<file path="config.mk">
export PLATFORM = sky130hd
export DESIGN_NAME = reg_file
export DESIGN_NICKNAME = d
export VERILOG_FILES = /design/src/rtl/reg_file.sv
export SDC_FILE = /design/constraint.sdc
export NUM_CORES = 2
export LEC_CHECK = 0
export CELL_PAD_IN_SITES_DETAIL_PLACEMENT = 2
export CELL_PAD_IN_SITES_GLOBAL_PLACEMENT = 2
export CORE_UTILIZATION = 36
export DETAILED_ROUTE_END_ITERATION = 8
export PLACE_DENSITY_LB_ADDON = 0.1
export SLEW_MARGIN = 20
export SYNTH_ARGS = -nofsm -noshare
export SYNTH_HDL_FRONTEND = slang
export SYNTH_SLANG_ARGS = --single-unit
</file>
<file path="constraint.sdc">
create_clock -name clk -period 2.3 [get_ports clk]
set_input_delay 0.345 -clock clk [delete_from_list [all_inputs] [get_ports clk]]
set_output_delay 0.345 -clock clk [all_outputs]
set_load 0.05 [all_outputs]
</file>
<file path="src/rtl/reg_file.sv">
// Parametrised register file: one synchronous write port, two asynchronous read
// ports, optional hard-wired zero entry and optional write-to-read bypass.
module reg_file #(
    parameter int unsigned WIDTH    = 32,
    parameter int unsigned DEPTH    = 32,
    parameter int unsigned AW       = $clog2(DEPTH),
    parameter bit          ZERO_REG = 1'b1,
    parameter bit          BYPASS   = 1'b0
) (
    input  logic             clk,
    input  logic             rst,
    input  logic             we,
    input  logic [AW-1:0]    waddr,
    input  logic [WIDTH-1:0] wdata,
    input  logic [AW-1:0]    raddr1,
    input  logic [AW-1:0]    raddr2,
    output logic [WIDTH-1:0] rdata1,
    output logic [WIDTH-1:0] rdata2
);

    logic [WIDTH-1:0] words [DEPTH];
    logic             wr_hit;

    // An address is live if it maps to real storage that is not the protected zero entry.
    function automatic logic addr_live(input logic [AW-1:0] a);
        logic in_range;
        logic is_zero;
        in_range  = (32'(a) < DEPTH);
        is_zero   = ZERO_REG && (a == '0);
        addr_live = in_range && !is_zero;
    endfunction

    always_comb begin
        wr_hit = we && !rst && addr_live(waddr);
    end

    for (genvar g = 0; g < DEPTH; g++) begin : g_entry
        logic [WIDTH-1:0] q;

        always_ff @(posedge clk) begin
            if (rst) begin
                q <= '0;
            end else if (wr_hit && (waddr == AW'(g))) begin
                q <= wdata;
            end
        end

        assign words[g] = q;
    end

    // Dead addresses (zero entry, out of range) read 0 and never bypass.
    always_comb begin
        rdata1 = '0;
        if (addr_live(raddr1)) begin
            if (BYPASS && wr_hit && (waddr == raddr1)) begin
                rdata1 = wdata;
            end else begin
                rdata1 = words[raddr1];
            end
        end
    end

    always_comb begin
        rdata2 = '0;
        if (addr_live(raddr2)) begin
            if (BYPASS && wr_hit && (waddr == raddr2)) begin
                rdata2 = wdata;
            end else begin
                rdata2 = words[raddr2];
            end
        end
    end

endmodule

</file>
==> summary.txt <==
Register area share after synthesis: 39.6%
Routed WL: 271 mm
Biggest regs: g_entry.q (1024)
Most used cell, CP: mux4_2
Critical-path top delay cell: mux4_2
Crit start category: flip-flop
Internal reg-to-reg setup slack: 1.44 ns
Total gr overflow: 0
Core area: 142000 sq um
Most area-consuming cells after synthesis: dfxtp_1 40%, mux4_2 18%, nand2_1 14%
Top reg by flops: g_entry.q
Internal power: 32.5 mW
CTS buffer count: 130
Power per Cell Area: 647 nW/um^2
Total power: 44.3 mW
Post-place setup slack: -0.933 ns
Commonest non-fill, non-tap cells in the layout: 1994 x nand2_1, 1031 x a21oi_1, 825 x dfxtp_1, 552 x buf_4, 424 x mux4_2
Clock share of power: 48.1%
Cells after Synth: 5870
Critical Path Max Stage Delay: 0.62 ns
Max reg flops: 1024
DR vias/cell: 6.19
Final Cycle Share: 136%
Proportion of layout cells with a drive suffix above 1: 31.2%
Leakage: 23.8 nW
First-pass GRT wire length: 393 mm
Final Non-Filler Cells: 8263
Rel. slew slack: 19.9%
Root buffer cell: clkbuf_16
CP Class: flip-flop to output port
Number of flops mapped to enable cells by yosys: 0
TritonCTS clock tree: built
DR iter-0 viols: 4667
CTS H-Tree Depth: 4
R2R depth: 4
Synth top area share: 39.6%
DP HPWL: 173 mm
Clock Sinks: 1024
Crit-path max FO: 3
Drc violations: 0
Cell taking the most area after synthesis: dfxtp_1
Cell Rows: 138
Main synth FF type: dfxtp_1
P_sw: 11.8 mW
Max IR drop VDD: 0.623 mV
Combinational share of power: 11.6%
Minimum clock period: 3.12 ns
Area of the mapped netlist: 51700 sq um
Clk slew on worst S/H paths: 0.06 ns
Mapped Nets: 5920
Critical path endpoint category: output port
Pins over their slew limit: 0
Tightest Pin Transition: 1.20 ns
Reg-to-Reg Start: g_entry[12].q[29]
Final net count: 6330
Vias in the first global route: 55900
Syn. warnings: 0
Critical path origin: g_entry[21].q[14]
Die W: 381 microns
Syn avg cell area: 8.81 sq um
Most common cell after layout, fill and taps aside: nand2_1
Synth cell types: 44
Routed len/inst: 32.8 microns
IO Port Bufs: 113
Async S/R FF share, synth: 0%
Die area: 145000 sq um
Setup Total Neg Slack: -37.24 ns
Via count: 51200
Gr usage total: 36.8%
DRT Pass-1 Iters: 5
Critical Path RT: 1.96 ns
Final Skew: 0 ns
Clock buffer depth: 3
Max-cap violations: 0
Routed Antenna Nets: 0
R2r endpoint: g_entry[12].q[29]
Final setup margin: -0.822 ns
Worst setup path end: rdata2[14]
Pin count of the biggest net entering global routing: 198
Outcome: finished with violations
Syn-to-layout area delta: 32.5%
# IOs: 114
Hold Fails Final Rpt: 0
RSZ-0062 raised after global routing: true
Initial antenna violation count: 6
Flops & latches, synth: 1024
Critical path arrival: 2.78 ns
Final setup violating endpoints: 64
Die Y: 381 microns
Violated checks: setup timing
Worst path cell trace: mux4_2, mux4_2, o22ai_4, nor3_4, buf_12
Clk Latency, worst-skew pair: 0.76 ns
Initial Util: 36.4%
FMAX: 320 MHz
HP Class: input port to flip-flop
Reg power frac: 40.3%
Placed cell count: 7983
Sw Share: 26.7%
RePlAce Congestion: 0.883
cell usage after synthesis, types with 38 or more instances:
cell,number
dfxtp_1,1024
a22oi_1,68
mux4_2,424
a21oi_1,1035
a22o_1,41
nor3_1,49
mux2i_1,241
buf_4,38
nor2b_1,69
buf_2,116
clkbuf_1,438
nand2_1,1996
o22ai_1,39
what timing repair did:
item,CTS,global route
endpoints found under the hold margin,1,0
cloned,5,1
setup buffers,44,9
endpoints found under the setup margin,64,64
pin swaps,110,35
gates resized for setup,333,103
hold buffers,1,0
worst max-delay path: cells and delay by family (launching register included):
kind	cells	cell delay (ns)
buffers and inverters	1	0.17
and+or+nand+nor	1	0.13
DFF	1	0.34
muxes	2	1.10
AOI/OAI and AO/OA	1	0.25
per-stage QoR:
stage | util, % | hold WS, ns | area [sq um]
floorplan | - | 0.443 | 53100
global placement | 43.7 | 0.453 | 62100
detailed placement | 43.7 | 0.463 | 62100
CTS | 47.9 | 0.399 | 68000
global route | 48.2 | 0.448 | 68500
finish | 48.2 | 0.435 | 68500
power groups by stage:
| stage | registers, mW | clock network (mW) | logic [mW] |
|---|---|---|---|
| CTS | 17.9 | 21.5 | 4.98 |
| detailed placement | 18.3 | 0 | 4.75 |
| finish | 17.9 | 21.3 | 5.12 |
| global route | 17.9 | 22.2 | 5.22 |
| floorplan | 18.2 | 0 | 2.44 |
| global placement | 18.3 | 0 | 4.69 |
final cells by class:
class                      count  area (sq um)
antenna                        2          5.00
clock buffer                 199          4020
clock inverter                24           305
fill                       14700         73600
inverter                       1          3.75
multi-input combinational   4228         30900
sequential                  1024         20700
tap                         1890          2360
timing repair buffer         895         10100
how the worst min path moves through the flow:
stage	from	endpoint	slack (ns)	cells after the start
global placement	g_entry[7].q[22]	g_entry[7].q[22]	0.45	2
global route	wdata[5]	g_entry[22].q[5]	0.45	4
detailed placement	g_entry[29].q[31]	g_entry[29].q[31]	0.46	2
CTS	wdata[5]	g_entry[20].q[5]	0.40	4
floorplan	g_entry[12].q[13]	g_entry[12].q[13]	0.44	2
finish	wdata[5]	g_entry[31].q[5]	0.43	4
cell families (layout without fill, tap and decap cells):
kind of cell | Yosys count | count (layout) | share of synthesized area [%]
AND/OR/NAND/NOR | 2232 | 2232 | 17.3
multiplexers | 701 | 701 | 23.9
flip-flops | 1024 | 1024 | 39.6
other | 0 | 2 | 0
AO/OA/AOI/OAI | 1295 | 1295 | 13.9
buffers and inverters | 618 | 1119 | 5.22
per-layer routing:
layer	track usage, %	up-vias	share of wire [%]
li1	-	21400	-
met1	47.5	27000	41
met2	61.5	2122	48
met3	5.39	657	7.0
met4	15.6	2	4.4
met5	0	-	0.0044
Note: power is estimated with default switching activity, not from simulation.
